File: src/rtl/output_layer.sv
// Output neuron of the drowsiness detector: serial MAC over the hidden activations,
// saturating ReLU, registered score, Drowsy flag and a one-cycle Done pulse.
module output_layer #(
    parameter int N_IN   = 5,
    parameter int DW     = 10,
    parameter int WW     = 10,
    parameter int FRAC   = 4,
    parameter int THRESH = 512
) (
    input  logic                 Clock,
    input  logic                 Rst,
    input  logic                 In,
    input  logic                 WE,
    input  logic [2:0]           WAddr,
    input  logic [WW-1:0]        WData,
    input  logic [DW*N_IN-1:0]   hidVal,
    output logic [DW-1:0]        outVal,
    output logic                 Drowsy,
    output logic                 Done,
    output logic                 Busy
);

    localparam int ACC_W = DW + WW + 1 + $clog2(N_IN + 1);
    localparam int PW    = DW + WW + 1;
    localparam int IW    = (N_IN > 1) ? $clog2(N_IN) : 1;
    localparam logic [2:0]              BIAS_ADDR = 3'(N_IN);
    localparam logic [IW-1:0]           LAST_IDX  = IW'(N_IN - 1);
    localparam logic [DW-1:0]           THR       = DW'(THRESH);
    localparam logic signed [ACC_W-1:0] MAX_OUT   = ACC_W'((1 << DW) - 1);

    typedef enum logic [1:0] {IDLE, MAC, ACT} state_t;

    // Floor-rescale the accumulator to integer and clamp into the unsigned output range.
    function automatic logic [DW-1:0] relu_sat(input logic signed [ACC_W-1:0] a);
        logic signed [ACC_W-1:0] r;
        r = a >>> FRAC;
        if (r[ACC_W-1])
            return '0;
        if (r > MAX_OUT)
            return '1;
        return r[DW-1:0];
    endfunction

    state_t                  state_q, state_d;
    logic [IW-1:0]           idx_q, idx_d;
    logic signed [ACC_W-1:0] acc_q, acc_d;
    logic [DW-1:0]           out_q, out_d;
    logic                    drowsy_q, drowsy_d;
    logic                    done_q, done_d;
    logic [DW-1:0]           h_q [N_IN];
    logic signed [WW-1:0]    w_q [N_IN];
    logic signed [WW-1:0]    bias_q;
    // A weight overwritten on the start edge keeps its old value here for that run.
    logic                    old_vld_q;
    logic [2:0]              old_addr_q;
    logic signed [WW-1:0]    old_w_q;

    logic signed [WW-1:0]    wsel;
    logic signed [PW-1:0]    prod;
    logic                    start, wr_ok;

    assign start = (state_q == IDLE) && In;
    assign wr_ok = (state_q == IDLE) && WE;

    always_comb begin
        state_d  = state_q;
        idx_d    = idx_q;
        acc_d    = acc_q;
        out_d    = out_q;
        drowsy_d = drowsy_q;
        done_d   = 1'b0;
        wsel     = (old_vld_q && (old_addr_q == 3'(idx_q))) ? old_w_q : w_q[idx_q];
        prod     = $signed({1'b0, h_q[idx_q]}) * wsel;
        case (state_q)
            IDLE: begin
                if (In) begin
                    state_d = MAC;
                    idx_d   = '0;
                    acc_d   = {{(ACC_W-WW){bias_q[WW-1]}}, bias_q};
                end
            end
            MAC: begin
                acc_d = acc_q + {{(ACC_W-PW){prod[PW-1]}}, prod};
                idx_d = idx_q + 1'b1;
                if (idx_q == LAST_IDX)
                    state_d = ACT;
            end
            ACT: begin
                out_d    = relu_sat(acc_q);
                drowsy_d = (out_d >= THR);
                done_d   = 1'b1;
                state_d  = IDLE;
            end
            default: state_d = IDLE;
        endcase
    end

    always_ff @(posedge Clock or negedge Rst) begin
        if (!Rst) begin
            state_q    <= IDLE;
            idx_q      <= '0;
            acc_q      <= '0;
            out_q      <= '0;
            drowsy_q   <= 1'b0;
            done_q     <= 1'b0;
            bias_q     <= '0;
            old_vld_q  <= 1'b0;
            old_addr_q <= '0;
            old_w_q    <= '0;
            for (int i = 0; i < N_IN; i++) begin
                h_q[i] <= '0;
                w_q[i] <= '0;
            end
        end else begin
            state_q  <= state_d;
            idx_q    <= idx_d;
            acc_q    <= acc_d;
            out_q    <= out_d;
            drowsy_q <= drowsy_d;
            done_q   <= done_d;
            if (start) begin
                for (int i = 0; i < N_IN; i++)
                    h_q[i] <= hidVal[i*DW +: DW];
                old_vld_q  <= WE && (WAddr < BIAS_ADDR);
                old_addr_q <= WAddr;
                if (WAddr < BIAS_ADDR)
                    old_w_q <= w_q[WAddr];
            end
            if (wr_ok) begin
                if (WAddr < BIAS_ADDR)
                    w_q[WAddr] <= WData;
                else if (WAddr == BIAS_ADDR)
                    bias_q <= WData;
            end
        end
    end

    assign outVal = out_q;
    assign Drowsy = drowsy_q;
    assign Done   = done_q;
    assign Busy   = (state_q != IDLE);

endmodule
File: config.mk
export PLATFORM = sky130hd
export DESIGN_NAME = output_layer
export DESIGN_NICKNAME = d
export VERILOG_FILES = /design/src/rtl/output_layer.sv
export SDC_FILE = /design/constraint.sdc
export NUM_CORES = 1
export LEC_CHECK = 0
export CORE_UTILIZATION = 35
export CTS_CLUSTER_DIAMETER = 50
export CTS_CLUSTER_SIZE = 30
export DETAILED_ROUTE_END_ITERATION = 6
export HOLD_SLACK_MARGIN = 0.06
export PLACE_DENSITY = 0.56
export SYNTH_ARGS = -nofsm -noshare
export SYNTH_HDL_FRONTEND = slang
export SYNTH_SLANG_ARGS = --single-unit
File: constraint.sdc
create_clock -name Clock -period 10.23 [get_ports Clock]
set_clock_uncertainty 0.1 [all_clocks]
set_input_delay 2.5575 -clock Clock [delete_from_list [all_inputs] [get_ports Clock]]
set_output_delay 2.5575 -clock Clock [all_outputs]
set_load 0.05 [all_outputs]
=== After elaboration in Yosys (flattened, before gate mapping) ===
Index checks and enable logic that the tools add are counted.
W data, S select, Z words.

* $add $sub $neg: 2
* Multipliers: 1
* Magnitude comparators: 6
* Eq/ne operators: 7
* Multiplexer cells: 31
* Bitwise gates (word level): 3
* Reduce and logical (&&, ||, !) cells: 13

{| class="wikitable"
|+ Operator list
! operator !! number
|-
| $mux W10 || 13
|-
| $bmux W10 S3 || 3
|-
| $bwmux W50 || 1
|-
| $pmux W24 S2 || 1
|-
| $demux W10 S3 || 1
|-
| $add A24 B24 Y24 || 1
|-
| $mux W24 || 1
|-
| $mul A11 B10 Y21 || 1
|-
| $gt A20 B11 Y1 const B || 1
|-
| $ge A10 B10 Y1 const B || 1
|-
| $ge A4 B4 Y1 const B || 2
|-
| $not A3 Y4 || 2
|-
| $reduce_and A2 Y1 || 4
|-
| $eq A3 B3 Y1 const B || 2
|-
| $mux W1 || 6
|-
| $pmux W3 S2 || 1
|-
| $logic_and A1 B1 Y1 || 5
|-
| $lt A4 B1 Y1 const B || 1
|-
| $mux W2 || 2
|-
| $ne A2 B2 Y1 const B || 2
|-
| $pmux W2 S2 || 1
|-
| $reduce_bool A2 Y1 || 2
|-
| $add A3 B1 Y3 const B || 1
|-
| $eq A3 B3 Y1 || 1
|-
| other kinds (7) || 7
|}

* Bits in registers: 165
* Bits of input ports: 67
* Output and inout port bits: 13

=== Logic depth before layout (Yosys ltp) ===
* Depth in word-level cells: 8
* Gate-level depth with buffers: 36

=== Least setup slack after synthesis ===
OpenSTA, ideal clock, no wires.

* Path kind: register -> register
* Start point: reg idx_q[0]
* End point: reg acc_q[20]
* Arrival time: 7.577 ns
* Data required time: 9.999 ns
* Path slack: 2.422 ns
* Stages on the path, launching flop included: 35
* Path buffers: 3
* Clock period less this slack: 7.808 ns
* Cells stage by stage: dfrtp_1 > buf_2 > buf_2 > nor3_2 > a22oi_1 > a21oi_1 > nand2b_1 > fa_1 > inv_1 > fa_1 > inv_1 > fa_1 > inv_1 > fa_1 > inv_1 > fa_1 > inv_1 > ha_1 > o21ai_0 > nand2b_1 > a41oi_1 > nor2_1 > a21oi_1 > xnor2_1 > ha_1 > buf_2 > a21o_1 > a221o_1 > a21o_1 > a21o_1 > a21oi_1 > o21ai_1 > a21oi_1 > xnor2_1 > o21ai_1

* Cells in the longest elaborated chain, start to end: 8
* Elaborated cells on any way between the ends: 13

{| class="wikitable"
|+ Ends and longest elaborated chain
! element !! line !! RTL
|-
| start: declaration || 45 || <nowiki>logic [IW-1:0] idx_q, idx_d;</nowiki>
|-
| start signal: assignment || 116 || <nowiki>idx_q <= idx_d;</nowiki>
|-
| $not A3 Y4 (not written as such) || 72, 73 ||
|-
| $bmux W10 S3 || 72 || <nowiki>wsel = (old_vld_q && (old_addr_q == 3'(idx_q))) ? old_w_q : w_q[idx_q];</nowiki>
|-
| $mux W10 (not written as such) (2 in a row) || 72 ||
|-
| $mux W10 || 72 ||
|-
| $mul A11 B10 Y21 * || 73 || <nowiki>prod = $signed({1'b0, h_q[idx_q]}) * wsel;</nowiki>
|-
| $add A24 B24 Y24 * || 83 || <nowiki>acc_d = acc_q + {{(ACC_W-PW){prod[PW-1]}}, prod};</nowiki>
|-
| $pmux W24 S2 * || 74 || <nowiki>case (state_q)</nowiki>
|-
| end signal: assignment || 102 || <nowiki>acc_q <= '0;</nowiki>
|-
| end signal: assignment || 117 || <nowiki>acc_q <= acc_d;</nowiki>
|-
| end: declaration || 46 || <nowiki>logic signed [ACC_W-1:0] acc_q, acc_d;</nowiki>
|}

Every way passes the cells marked *; elsewhere a longest branch is shown, timed or not. The select of a mux whose other input is x is not followed.
A chain may end at the register's enable or synchronous reset.

=== Worst setup path after layout ===
* Start point: reg idx_q[2]
* End point: reg acc_q[23]

Same word-level chain as after synthesis.

==> impl_metrics.tcl <==
set metrics [dict create \
    cts_tree "built" \
    synthesis.instances 1289 \
    postRouteWirelength_um 30600 \
    cts_made_buffers 17 \
    placement.io_buffers 79 \
    clock-root-buffer "sky130_fd_sc_hd__clkbuf_16" \
    worst_setup_path_start_kind "flop" \
    layout-drive-gt1-share 0.105 \
    grt_pass1_vias 9368 \
    fin_max_slew_vios 0 \
    avgViaCountPerCell 5.09 \
    clock_sinks 164 \
    die-height_um 188 \
    final_nets 1574 \
    utilization_of_the_core_after_routing 0.412 \
    worst-r2r-setup-slack_ns 1.25 \
    path_max_fanout 14 \
    yosys_most_used_dff "sky130_fd_sc_hd__dfrtp_1" \
    number_of_synthesized_flops_with_an_enable_pin 0 \
    antennaDiodeCount 0 \
    final.setup.tns_ns 0 \
    die_area_sq_um 35400 \
    wire_per_inst_um 16.9 \
    seq_area_frac_synth 0.339 \
    syn_nets 1513 \
    rows 67 \
    worst-endpoint-required_ns 10.45 \
    layout.cells.most_common_list "244 x sky130_fd_sc_hd__nand2_1, 163 x sky130_fd_sc_hd__dfrtp_1, 113 x sky130_fd_sc_hd__nor2_1, 102 x sky130_fd_sc_hd__inv_1, 93 x sky130_fd_sc_hd__ha_1" \
    post_cts.repair.setup_buffers 0 \
    path_delay_family "compound AO/OA/AOI/OAI gates" \
    syn-mean-instance-area_sq_um 9.40 \
    htree_num_levels 4 \
    cp_num_buf_inv 4 \
    globalRouteTotalUtil 0.180 \
    grt_antenna_before_repair 0 \
    clk_latency_ns 0.44 \
    core_area_sq_um 33800 \
    criticalPathCategory "flop to flop" \
    layout.filler_cells 3328 \
    cts.clk_slew.worst_paths_ns 0.07 \
    cts_max_path_buffers 2 \
    area.growth.synth_to_final_pct 14.7 \
    period_utilisation_layout 0.878 \
    post_cts_resized 0 \
    worstHoldPathType "flop to flop" \
    maxClockFrequency_ghz 0.111 \
    place_area_sq_um 13400 \
    timing.final.setup_violations 0 \
    timing.max_slew.rel_slack 0.324 \
    firstDrtPassIters 5 \
    status "complete, no violations" \
    detailroute.via_count 9214 \
    cts.hold.buffers_added 0 \
    ys_seq_elements 164 \
    final_replace_weighted_congestion 0.876 \
    cap_violations 0 \
    top_level_ports 80 \
    grt_start_max_net_pins 67 \
    floorplan.initialDensity 0.359 \
    global_route_wire_length_before_repair_um 50300 \
    finalWorstPathRequiredPeriod_ns 8.98 \
    die_width_um 188 \
    critical_path.slowest_cell "sky130_fd_sc_hd__dfrtp_1" \
    yosys_warnings 0 \
    grt_setup_unrepaired "no" \
    worst_setup_path_end_kind "flop" \
    postLayoutCellArea_sq_um 13900 \
    arrival_ns 9.19 \
    worstMarginPinSlew_ns 1.01 \
    synth_area_sq_um 12100 \
    yosysUniqueCellTypes 66 \
    mostFrequentLayoutCell "sky130_fd_sc_hd__nand2_1" \
    grt_remaining_overflow 0 \
    half_perimeter_wire_length_after_detailed_placement_um 23200 \
    hold_violations 0 \
    synth-async-reset-ratio 1.00 \
    drtIter0Drc 616 \
    ant_nets 0 \
    post-route-drc-count 0 \
    slowest_delay_ns 0.83 \
]
[per-stage QoR]
step	hold WS, ns	setup WS [ns]	std cells
global route	0.404	0.615	1811
floorplan	0.345	2.42	1289
global placement	0.358	1.53	1779
finish	0.375	1.25	1811
detailed placement	0.361	1.34	1779
CTS	0.377	1.30	1811
[path summary, 6_finish.rpt]
kind                             endpoint     start  cells past startpoint
worst max register to register  acc_q[23]  idx_q[2]                     32
min in group asynchronous       acc_q[16]       Rst                      1
worst min-delay path              h_q[40]   h_q[40]                      2
max in group asynchronous       old_vld_q       Rst                      3
worst max-delay path            acc_q[23]  idx_q[2]                     32
worst min register to register    h_q[40]   h_q[40]                      2
[worst register-to-register path: cells and delay by family, from the launching register on]
family	cells	cell delay (ns)
AO/OA/AOI/OAI	16	3.41
adder cells (fa/ha/maj)	7	2.96
flip-flops	1	0.83
AND/OR/NAND/NOR	3	0.77
buffers and inverters	4	0.41
XOR/XNOR	2	0.37
[flip-flops by register name (all words and copies together) (netlist names), 2 cells and up]
name        flops
idx_q           3
acc_q          24
h_q            50
outVal         10
old_addr_q      3
state_q         2
old_w_q        10
w_q            50
bias_q         10
[layer usage]
metal	global-route usage	part of all wire	vias up
met5	0	0	-
met4	0.0550	0.017	0
met3	0.0369	0.036	31
met2	0.298	0.49	165
met1	0.237	0.46	4548
li1	-	-	4470
[kinds of logic (layout without fill, tap and decap cells)]
group                      Yosys count  in the layout  synth area share
and+or+nand+nor                    437            437             0.152
AOI/OAI and AO/OA                  224            224             0.118
DFF                                164            164             0.339
buffers and inverters              158            232            0.0515
adders and majority gates          157            157             0.202
muxes                              107            107             0.107
xor gates and xnor gates            42             42            0.0315
[synthesized netlist by cell type (3+ instances only)]
master,count,area (sq um)
sky130_fd_sc_hd__inv_1,102,383
sky130_fd_sc_hd__o21bai_1,7,52.6
sky130_fd_sc_hd__xor2_1,13,114
sky130_fd_sc_hd__nor2b_1,15,93.8
sky130_fd_sc_hd__clkbuf_1,38,143
sky130_fd_sc_hd__a22o_1,4,35.0
sky130_fd_sc_hd__nand2_1,245,920
sky130_fd_sc_hd__xnor2_1,28,245
sky130_fd_sc_hd__nand3_1,12,60.1
sky130_fd_sc_hd__nand4_1,6,37.5
sky130_fd_sc_hd__and3_1,4,25.0
sky130_fd_sc_hd__o22ai_1,10,62.6
sky130_fd_sc_hd__a22oi_1,18,135
sky130_fd_sc_hd__o22a_1,5,43.8
sky130_fd_sc_hd__inv_2,3,11.3
sky130_fd_sc_hd__ha_1,93,1160
sky130_fd_sc_hd__buf_2,8,40.0
sky130_fd_sc_hd__fa_1,64,1280
sky130_fd_sc_hd__a21o_1,13,97.6
sky130_fd_sc_hd__o21ai_0,28,140
sky130_fd_sc_hd__o31ai_1,12,90.1
sky130_fd_sc_hd__dfrtp_1,164,4100
sky130_fd_sc_hd__o21ai_1,18,90.1
sky130_fd_sc_hd__nand2b_1,16,100
sky130_fd_sc_hd__mux2i_1,30,300
sky130_fd_sc_hd__mux4_2,11,248
sky130_fd_sc_hd__nor2_1,113,424
sky130_fd_sc_hd__a31oi_1,5,31.3
sky130_fd_sc_hd__a21oi_1,75,375
sky130_fd_sc_hd__mux2_2,65,732
sky130_fd_sc_hd__buf_1,4,15.0
sky130_fd_sc_hd__nor3_1,6,30.0
sky130_fd_sc_hd__a221oi_1,4,35.0
sky130_fd_sc_hd__and2_1,12,75.1
[area by class of cell]
type,instances,area (sq um),share of cell area
Clock buffer,22,464,0.0334
Clock inverter,10,72.6,0.00522
Inverter,105,394,0.0283
Multi-Input combinational cell,967,7400,0.532
Sequential cell,164,4110,0.295
Tap cell,448,561,0.0403
Timing Repair Buffer,95,912,0.0656
Power is not shown: default switching activity piles up to over one toggle a cycle in this logic, so the estimate is an artifact.
